$ cat src/rtl/autocorr_peak_picker_if.sv
// Handshake and result bundle for autocorr_peak_picker.
//   start                 frame start request (honoured only while idle)
//   in_valid/in_ready     per-lag correlation sum handshake, in_sum carries the sum
//   busy                  block is collecting or reporting a frame
//   out_valid             one-cycle pulse with out_lag / out_peak / voiced
// slave  : the peak picker's view
// master : the producer / consumer driving it
interface autocorr_peak_picker_if #(
    parameter int unsigned SUM_W = 36,
    parameter int unsigned LAG_W = 10
);
    logic             start;
    logic             in_valid;
    logic             in_ready;
    logic [SUM_W-1:0] in_sum;
    logic             busy;
    logic             out_valid;
    logic [LAG_W-1:0] out_lag;
    logic [SUM_W-1:0] out_peak;
    logic             voiced;

    modport slave (
        input  start,
        input  in_valid,
        output in_ready,
        input  in_sum,
        output busy,
        output out_valid,
        output out_lag,
        output out_peak,
        output voiced
    );

    modport master (
        output start,
        output in_valid,
        input  in_ready,
        output in_sum,
        input  busy,
        input  out_valid,
        input  out_lag,
        input  out_peak,
        input  voiced
    );
endinterface

$ cat src/rtl/autocorr_peak_picker.sv
// Autocorrelation peak picker.
// Consumes one signed correlation sum per lag (lag 0..MAX_LAG) and reports the
// lag with the largest strictly positive sum in [MIN_LAG, MAX_LAG], plus a
// voiced flag when that peak exceeds r0 >>> VOICE_SHIFT.
// Ports:
//   clk  system clock
//   rst  synchronous active-high reset
//   bus  autocorr_peak_picker_if.slave (start, in_* handshake, busy, out_* result)
module autocorr_peak_picker #(
    parameter int unsigned SUM_W       = 36,
    parameter int unsigned LAG_W       = 10,
    parameter int unsigned MIN_LAG     = 20,
    parameter int unsigned MAX_LAG     = 400,
    parameter int unsigned VOICE_SHIFT = 2
) (
    input  logic                  clk,
    input  logic                  rst,
    autocorr_peak_picker_if.slave bus
);

    localparam logic [1:0] StIdle    = 2'd0;
    localparam logic [1:0] StCollect = 2'd1;
    localparam logic [1:0] StDone    = 2'd2;

    localparam logic [LAG_W-1:0] MinLagL = LAG_W'(MIN_LAG);
    localparam logic [LAG_W-1:0] MaxLagL = LAG_W'(MAX_LAG);

    logic [1:0]              state_q, state_d;
    logic [LAG_W-1:0]        lag_q, lag_d;
    logic signed [SUM_W-1:0] r0_q, r0_d;
    logic signed [SUM_W-1:0] best_sum_q, best_sum_d;
    logic [LAG_W-1:0]        best_lag_q, best_lag_d;
    logic                    out_valid_q, out_valid_d;
    logic [LAG_W-1:0]        out_lag_q, out_lag_d;
    logic signed [SUM_W-1:0] out_peak_q, out_peak_d;
    logic                    voiced_q, voiced_d;

    logic signed [SUM_W-1:0] sum_in;
    logic signed [SUM_W-1:0] threshold;
    logic                    xfer;

    assign sum_in = $signed(bus.in_sum);
    assign xfer   = bus.in_valid && (state_q == StCollect);

    always_comb begin
        state_d     = state_q;
        lag_d       = lag_q;
        r0_d        = r0_q;
        best_sum_d  = best_sum_q;
        best_lag_d  = best_lag_q;
        out_valid_d = 1'b0;
        out_lag_d   = out_lag_q;
        out_peak_d  = out_peak_q;
        voiced_d    = voiced_q;
        threshold   = '0;

        case (state_q)
            StIdle: begin
                if (bus.start) begin
                    state_d    = StCollect;
                    lag_d      = '0;
                    r0_d       = '0;
                    best_sum_d = '0;
                    best_lag_d = '0;
                end
            end
            StCollect: begin
                if (xfer) begin
                    if (lag_q == '0) begin
                        r0_d = sum_in;
                    end
                    // best_sum starts at 0, so only strictly positive sums win;
                    // strict compare keeps the earliest lag on ties.
                    if ((lag_q >= MinLagL) && (sum_in > best_sum_q)) begin
                        best_sum_d = sum_in;
                        best_lag_d = lag_q;
                    end
                    if (lag_q == MaxLagL) begin
                        // Forward the final-transfer update so the result
                        // registers hold the complete frame in the DONE cycle.
                        state_d     = StDone;
                        threshold   = r0_d >>> VOICE_SHIFT;
                        out_valid_d = 1'b1;
                        out_lag_d   = best_lag_d;
                        out_peak_d  = best_sum_d;
                        voiced_d    = (best_lag_d != '0) && (best_sum_d > threshold);
                    end else begin
                        lag_d = lag_q + LAG_W'(1);
                    end
                end
            end
            StDone: begin
                state_d = StIdle;
            end
            default: begin
                state_d = StIdle;
            end
        endcase
    end

    always_ff @(posedge clk) begin
        if (rst) begin
            state_q     <= StIdle;
            lag_q       <= '0;
            r0_q        <= '0;
            best_sum_q  <= '0;
            best_lag_q  <= '0;
            out_valid_q <= 1'b0;
            out_lag_q   <= '0;
            out_peak_q  <= '0;
            voiced_q    <= 1'b0;
        end else begin
            state_q     <= state_d;
            lag_q       <= lag_d;
            r0_q        <= r0_d;
            best_sum_q  <= best_sum_d;
            best_lag_q  <= best_lag_d;
            out_valid_q <= out_valid_d;
            out_lag_q   <= out_lag_d;
            out_peak_q  <= out_peak_d;
            voiced_q    <= voiced_d;
        end
    end

    assign bus.in_ready  = (state_q == StCollect);
    assign bus.busy      = (state_q != StIdle);
    assign bus.out_valid = out_valid_q;
    assign bus.out_lag   = out_lag_q;
    assign bus.out_peak  = out_peak_q;
    assign bus.voiced    = voiced_q;

endmodule

$ cat src/flat_wrapper.sv
// flat-port wrapper written by rule: the top's interface ports become plain ports
module autocorr_peak_picker_flat 
#(
    parameter int unsigned SUM_W       = 36,
    parameter int unsigned LAG_W       = 10,
    parameter int unsigned MIN_LAG     = 20,
    parameter int unsigned MAX_LAG     = 400,
    parameter int unsigned VOICE_SHIFT = 2
)
  (clk, rst, bus_start, bus_in_valid, bus_in_ready, bus_in_sum, bus_busy, bus_out_valid, bus_out_lag, bus_out_peak, bus_voiced);
  autocorr_peak_picker_if #(.SUM_W(SUM_W), .LAG_W(LAG_W)) bus_i ();
  input  logic clk;
  input  logic rst;
  input wire logic [$bits(bus_i.start)-1:0] bus_start;
  input wire logic [$bits(bus_i.in_valid)-1:0] bus_in_valid;
  output wire logic [$bits(bus_i.in_ready)-1:0] bus_in_ready;
  input wire logic [$bits(bus_i.in_sum)-1:0] bus_in_sum;
  output wire logic [$bits(bus_i.busy)-1:0] bus_busy;
  output wire logic [$bits(bus_i.out_valid)-1:0] bus_out_valid;
  output wire logic [$bits(bus_i.out_lag)-1:0] bus_out_lag;
  output wire logic [$bits(bus_i.out_peak)-1:0] bus_out_peak;
  output wire logic [$bits(bus_i.voiced)-1:0] bus_voiced;
  assign bus_i.start = bus_start;
  assign bus_i.in_valid = bus_in_valid;
  assign bus_in_ready = bus_i.in_ready;
  assign bus_i.in_sum = bus_in_sum;
  assign bus_busy = bus_i.busy;
  assign bus_out_valid = bus_i.out_valid;
  assign bus_out_lag = bus_i.out_lag;
  assign bus_out_peak = bus_i.out_peak;
  assign bus_voiced = bus_i.voiced;
  autocorr_peak_picker #(.SUM_W(SUM_W), .LAG_W(LAG_W), .MIN_LAG(MIN_LAG), .MAX_LAG(MAX_LAG), .VOICE_SHIFT(VOICE_SHIFT)) u_core (.clk(clk), .rst(rst), .bus(bus_i));
endmodule
$ cat config.mk
export PLATFORM = sky130hd
export DESIGN_NAME = autocorr_peak_picker_flat
export DESIGN_NICKNAME = d
export VERILOG_FILES = /design/src/rtl/autocorr_peak_picker_if.sv /design/src/rtl/autocorr_peak_picker.sv /design/src/flat_wrapper.sv
export SDC_FILE = /design/constraint.sdc
export NUM_CORES = 1
export LEC_CHECK = 0
export BUFFER_PORTS_ARGS = -buffer_cell sky130_fd_sc_hd__buf_4
export CORE_ASPECT_RATIO = 1.4
export CORE_MARGIN = 2
export CORE_UTILIZATION = 47
export CTS_BUF_LIST = sky130_fd_sc_hd__clkbuf_16
export CTS_CLUSTER_SIZE = 28
export DETAILED_ROUTE_END_ITERATION = 10
export GPL_TIMING_DRIVEN = 0
export PLACE_DENSITY = 0.69
export SLEW_MARGIN = 10
export SYNTH_ARGS = -nofsm -noshare
export SYNTH_HDL_FRONTEND = slang
export SYNTH_SLANG_ARGS = --single-unit
export TNS_END_PERCENT = 30
$ cat constraint.sdc
create_clock -name clk -period 4.6 [get_ports clk]
set_clock_uncertainty 0.1 [all_clocks]
set_input_delay 0.92 -clock clk [delete_from_list [all_inputs] [get_ports clk]]
set_output_delay 0.92 -clock clk [all_outputs]
set_load 0.01 [all_outputs]
==> results.sh, run 1 <==
export IMPL_status="complete, but fails checks"
export IMPL_violations="setup timing"
export IMPL_r2r_cells=21
export IMPL_clockRootBuffer="clkbuf_16"
export IMPL_cp_start_kind="input pin"
export IMPL_final_cell_mix="140 x dfxtp_1, 100 x nor2_1, 100 x buf_4"
export IMPL_tritoncts="built"
export IMPL_final_nets=1080
export IMPL_routed_via_density=5.68
export IMPL_hold_end="u_core.r0_q[3]$_SDFFE_PP0P_"
export IMPL_hold_violations=0
export IMPL_cts_buffers=17
export IMPL_drtPass1Iterations=5
export IMPL_yosysWarnings=0
export IMPL_rsz0062_at_grt="true"
export IMPL_power_mw=2.85
export IMPL_ys_ff_latch=140
export IMPL_reg2reg_to="u_core.bus.voiced$_SDFFE_PP0P_"
export IMPL_synthCells=839
export IMPL_synth_area_per_cell_um2=9.19
export IMPL_worst_skew_pair_late_latency_ps=430
export IMPL_start_util=0.479
export IMPL_synth_compound_area_frac=0.225
export IMPL_grt_pass1_vias=6426
export IMPL_place_gp_congestion=0.851
export IMPL_synth_mux_area_frac=0.106
export IMPL_hpwl_um=14700
export IMPL_tns_ps=-57.1
export IMPL_final_layout_size_suffix_gt1_frac=0.258
export IMPL_seqCellArea_um2=2800
export IMPL_cts_sinks=140
export IMPL_ir_worst_vdd_mv=0.178
export IMPL_worstSetupPathType="input pin to register"
export IMPL_multi_input_area_um2=4900
export IMPL_fillers=1419
export IMPL_synth_top_family_by_area="compound AO/OA/AOI/OAI gates"
export IMPL_r2r_start="u_core.best_sum_q[14]$_SDFFE_PP0P_"
export IMPL_gr_total_overflow=0
export IMPL_synth_xor_xnor_area_share=0.00568
export IMPL_relSlewSlack=0.356
export IMPL_area_growth_pct=27.0
export IMPL_antenna_found_initial=0
export IMPL_port_buffers=88
export IMPL_num_vias=6694
export IMPL_clk_pin_slew_ps=60
export IMPL_yosys_area_share_simple=0.128
export IMPL_grt_pass1_wl_um=32900
export IMPL_grt_max_degree=17
export IMPL_rows=55
export IMPL_finalCritPeriodShare=1.01
export IMPL_n_antenna_cell=0
export IMPL_drtIter0Drc=469
export IMPL_max_freq_mhz=215
export IMPL_netlist_area_um2=7710
export IMPL_p_per_area_nw_per_um2=291
export IMPL_yosysSeqAreaShare=0.363
export IMPL_layout_commonest_cell="dfxtp_1"
export IMPL_worst_pin_slew_ps=962
export IMPL_clockBufferDepth=2
export IMPL_min_path_cells=2
export IMPL_grt_usage=0.236
export IMPL_dieArea_um2=17500
export IMPL_die_y_um=156
export IMPL_synth_cell_type_count=50
export IMPL_setup_worst_path_end_class="register"
export IMPL_worst_slack_ps=-57.1
export IMPL_min_delay_start="u_core.r0_q[3]$_SDFFE_PP0P_"
export IMPL_synth_nets=953
export IMPL_core_um2=16100
export IMPL_fin_crit_ps=4660
export IMPL_drc=0
export IMPL_p_leak_nw=4.10
export IMPL_cap_violations=0
export IMPL_post_drt_wl_per_cell_um=17.7
export IMPL_slew_viol_final=0
export IMPL_htreeDepth=4
export IMPL_ios=90
export IMPL_drt_wl_total_um=20900
export IMPL_r2r_slack_ps=80
export IMPL_critPathRequiredTime_ps=4810
export IMPL_die_x_um=112
export IMPL_ant_nets=0
export IMPL_arrival_ps=4860
export IMPL_worstPathMaxFanout=6
export IMPL_hold_class="register to register"
export IMPL_setup_viol=1
export IMPL_synthAdderAreaFrac=0.120
-- area by class of cell --
| type | count | area share |
|---|---|---|
| timing repair buffer | 108 | 0.0889 |
| buffer | 48 | 0.0252 |
| clock buffer | 17 | 0.0434 |
| sequential | 140 | 0.286 |
| inverter | 47 | 0.0180 |
| tap | 199 | 0.0254 |
| multi-input combinational | 604 | 0.500 |
| clock inverter | 15 | 0.0134 |
-- through the flow --
stage / std cells / instance area (µm²) / hold WS [ps] / setup slack [ps] / util
6_report: 1178 / 9800 / 385 / -57.1 / 0.609
5_1_grt: 1178 / 9800 / 410 / -183 / 0.609
4_1_cts: 1166 / 9410 / 388 / 15.6 / 0.584
3_5_place_dp: 1126 / 8620 / 374 / -1040 / 0.536
3_3_place_gp: 1126 / 8620 / 363 / -972 / 0.536
2_1_floorplan: 839 / 7710 / 342 / 8.02 / -
-- synthesized netlist by cell type (all sizes together) --
| cell type | number | area share |
|---|---|---|
| a21o | 6 | 0.0058 |
| o211ai | 12 | 0.012 |
| ha | 74 | 0.12 |
| nand4 | 18 | 0.015 |
| nor2b | 5 | 0.0041 |
| a22o | 36 | 0.041 |
| and3 | 3 | 0.0024 |
| o31ai | 3 | 0.0054 |
| nor3 | 18 | 0.012 |
| o21bai | 36 | 0.035 |
| nand3 | 23 | 0.015 |
| o31a | 1 | 0.0011 |
| mux2 | 36 | 0.055 |
| buf | 16 | 0.013 |
| and2 | 1 | 0.00081 |
| a211oi | 6 | 0.0071 |
| nor2 | 101 | 0.049 |
| nor4 | 4 | 0.0052 |
| o21a | 7 | 0.0068 |
| or2 | 2 | 0.0016 |
| o22ai | 1 | 0.00081 |
| nand3b | 1 | 0.00097 |
| or3 | 3 | 0.0024 |
| inv | 47 | 0.023 |
| clkbuf | 32 | 0.016 |
| nand2 | 23 | 0.011 |
| nand4b | 1 | 0.0011 |
| a22oi | 1 | 0.00097 |
| o21ai | 19 | 0.012 |
| mux2i | 38 | 0.051 |
| and4 | 1 | 0.0011 |
| or4 | 1 | 0.00097 |
| xor2 | 5 | 0.0057 |
| a221oi | 2 | 0.0023 |
| nor3b | 1 | 0.0024 |
| nand2b | 4 | 0.0032 |
| o21ba | 35 | 0.045 |
| a21oi | 76 | 0.049 |
| dfxtp | 140 | 0.36 |
-- registers in the layout, indices dropped and copies added, names as in the netlist --
name,count
u_core.bus.out_lag,10
u_core.bus.voiced,1
u_core.lag_q,10
u_core.bus.out_peak,36
u_core.r0_q,34
u_core.best_lag_q,10
u_core.best_sum_q,36
u_core.bus.out_valid,1
u_core.state_q,2
-- layer usage --
layer / routed length (µm) / up-vias / share of wire / global-route usage
li1: - / 3277 / - / -
met1: 8870 / 3204 / 0.42 / 0.286
met2: 10700 / 172 / 0.51 / 0.423
met3: 812 / 41 / 0.039 / 0.0412
met4: 451 / 0 / 0.022 / 0.0743
met5: 0 / - / 0 / 0
-- power breakdown --
part	switching, mW	internal [mW]	leakage (nW)
clock network	0.534	0.784	0.274
registers	0.00686	1.22	1.13
logic	0.177	0.121	2.69
total	0.719	2.13	4.10
-- critical path: stages --
cell	delay (ps)
buf_8	100
ha_4	270
nand4_1	180
nor4_4	460
nand2_1	160
o31ai_4	290
a211oi_4	70
mux2i_4	410
buf_8	180
buf_12	120
buf_12	120
mux2_4	320
ha_4	170
a21oi_2	130
nor2_1	60
a211oi_2	210
o21ai_1	90
o21ai_1	150
nand3_1	150
a211oi_2	210
o31ai_1	80
-- worst max path at each step --
stage / from / end / slack (ps) / depth (start not counted)
floorplan: bus_in_sum[33] / u_core.bus.voiced$_SDFFE_PP0P_ / 8 / 19
global placement: bus_in_sum[19] / u_core.bus.voiced$_SDFFE_PP0P_ / -970 / 20
detailed placement: bus_in_sum[19] / u_core.bus.voiced$_SDFFE_PP0P_ / -1040 / 20
CTS: bus_in_sum[26] / u_core.bus.voiced$_SDFFE_PP0P_ / 20 / 20
global route: bus_in_sum[15] / u_core.bus.voiced$_SDFFE_PP0P_ / -180 / 21
finish: bus_in_sum[15] / u_core.bus.voiced$_SDFFE_PP0P_ / -60 / 21
-- timing repair --
item	in CTS	in global routing
endpoints found under the setup margin	1	1
setup buffers	8	12
gates cloned	0	1
resized for setup	27	42
pin swaps	13	30
hold buffers	0	0
-- cell families (layout without fill, tap and decap cells) --
kind of cell,after synthesis,in the layout
compound gates,241,241
xor+xnor,5,5
fa+ha+maj,74,74
buf+inv,95,235
flops,140,140
mux,74,74
simple gates,210,210
No activity file was read; power rests on OpenSTA's default activity.
==> run 2, diff against run 1 <==
CORE_MARGIN = 1.5   (was 2)
GPL_TIMING_DRIVEN = default   (was 0)
==> run 2 against run 1 <==
Effect of this change:
- the flow now finishes without violations
- critical path type unchanged
- clock power grew 4%
- global-route usage rose by 0.10 points
- combinational power grew 2%
- sequential share of layout area down 0.89 points
- die area down 1.5%
- maximum frequency up 3.9%
- hold slack got worse by 6.9 ps
- sequential power about the same
- final area up 3.2%
- critical endpoint unchanged
- via count grew 2.2%
- first-iteration DRC count is 17% lower
- final cell count is 3.5% higher
==> results.sh, run 2 (synthesized netlist as in run 1, its figures left out) <==
export IMPL_status="finished, final reports clean"
export IMPL_relSlewSlack=0.426
export IMPL_place_inst=1177
export IMPL_fin_crit_ps=4480
export IMPL_tritoncts="built"
export IMPL_ant_nets=0
export IMPL_setup_worst_path_end_class="register"
export IMPL_post_drt_wl_per_cell_um=16.9
export IMPL_area_growth_pct=31.1
export IMPL_clk_pin_slew_ps=60
export IMPL_core_um2=16100
export IMPL_n_antenna_cell=0
export IMPL_cp_top_family="simple AND/OR/NAND/NOR gates"
export IMPL_grt_pass1_vias=6585
export IMPL_place_gp_congestion=0.854
export IMPL_grt_max_degree=53
export IMPL_p_per_area_nw_per_um2=288
export IMPL_dp_slack_ps=-664
export IMPL_power_mw=2.91
export IMPL_htreeDepth=4
export IMPL_antenna_found_initial=0
export IMPL_path_cells="buf_4, ha_1, nand2_1, o21ai_0, a221oi_2, o21ai_2, a211oi_4, mux2i_4, buf_4, buf_12, mux2_2, ha_1, nand4_1, nor2_2, nand3_1, nor3_4, nand3_1, nand3_1, o31ai_1"
export IMPL_die_x_um=111
export IMPL_die_y_um=155
export IMPL_multi_input_area_um2=4760
export IMPL_critPathRequiredTime_ps=4810
export IMPL_worst_pin_slew_ps=859
export IMPL_cts_sinks=140
export IMPL_critical_path_buf_inv_count=3
export IMPL_rows=55
export IMPL_worstPathMaxFanout=10
export IMPL_crit_path_max_incr_delay_ps=370
export IMPL_placed_area_um2=9170
export IMPL_dieArea_um2=17200
export IMPL_ir_worst_vdd_mv=0.257
export IMPL_cts_buffers=17
export IMPL_path_common_cell="nand3_1"
export IMPL_finalInstanceArea_um2=10100
export IMPL_slowest_stage="mux2_2"
export IMPL_p_leak_nw=4.41
export IMPL_grt_pass1_wl_um=32900
export IMPL_fillers=1367
export IMPL_drtPass1Iterations=4
export IMPL_slew_viol_final=0
export IMPL_cp_start_kind="input pin"
export IMPL_clockBufferDepth=2
export IMPL_hold_slack_ps=378
export IMPL_drt_wl_total_um=20600
export IMPL_layout_commonest_cell="buf_4"
export IMPL_grt_usage=0.237
export IMPL_drtIter0Drc=387
export IMPL_max_freq_mhz=223
export IMPL_setup_viol=0
export IMPL_instances_no_fill=1219
export IMPL_worst_skew_pair_late_latency_ps=430
export IMPL_finalCritPeriodShare=0.974
export IMPL_final_layout_size_suffix_gt1_frac=0.308
export IMPL_routed_via_density=5.61
export IMPL_hpwl_um=14100
export IMPL_gr_total_overflow=0
export IMPL_clockRootBuffer="clkbuf_16"
export IMPL_hold_violations=0
export IMPL_cap_violations=0
export IMPL_port_buffers=89
export IMPL_start_util=0.479
export IMPL_hold_class="register to register"
export IMPL_worstSetupPathType="input pin to register"
export IMPL_worst_slack_ps=117
export IMPL_final_cell_mix="191 x buf_4, 140 x dfxtp_1, 99 x nor2_1"
export IMPL_final_nets=1121
export IMPL_drc=0
export IMPL_seqCellArea_um2=2800
export IMPL_num_vias=6844
export IMPL_ios=90
export IMPL_arrival_ps=4690
## run 2: layout make-up
cell class                 instances  area share
multi-input combinational        604       0.470
timing repair buffer             197       0.153
clock buffer                      17      0.0421
inverter                          47      0.0174
sequential                       140       0.277
clock inverter                    15      0.0155
tap                              199      0.0246
## run 2: power breakdown
| part | total [mW] | internal (mW) | switching [mW] |
|---|---|---|---|
| Sequential | 1.23 | 1.22 | 0.00667 |
| Clock | 1.37 | 0.840 | 0.534 |
| Combinational | 0.306 | 0.133 | 0.174 |
## run 2: path summary, 6_finish.rpt
check                                     start                              to  slack (ps)  cells after the start
min reg2reg      u_core.state_q[1]$_SDFFE_PP0P_  u_core.state_q[0]$_SDFFE_PP0P_         380                      1
max                              bus_in_sum[11]  u_core.bus.voiced$_SDFFE_PP0P_         120                     19
max reg2reg  u_core.best_sum_q[15]$_SDFFE_PP0P_  u_core.bus.voiced$_SDFFE_PP0P_         280                     20
min              u_core.state_q[1]$_SDFFE_PP0P_  u_core.state_q[0]$_SDFFE_PP0P_         380                      1
## run 2: what timing repair did
| action | CTS | global route |
|---|---|---|
| resized for setup | 4 | 35 |
| cloned | 0 | 2 |
| setup endpoints to repair | 1 | 1 |
| setup buffers | 1 | 7 |
| pin swaps | 1 | 14 |
| hold buffers | 0 | 0 |
## run 2: per-stage QoR
stage                     TNS [ps]   util
after floorplan                  0      -
after global placement        -612  0.569
after detailed placement      -664  0.569
after CTS                        0  0.607
after global routing         -23.8  0.628
final                            0  0.628
## run 2: metal layers
layer | vias up | wire, µm | track usage
li1 | 3354 | - | -
met1 | 3256 | 8720 | 0.295
met2 | 195 | 10400 | 0.410
met3 | 39 | 940 | 0.0408
met4 | 0 | 512 | 0.0880
met5 | - | 0 | 0
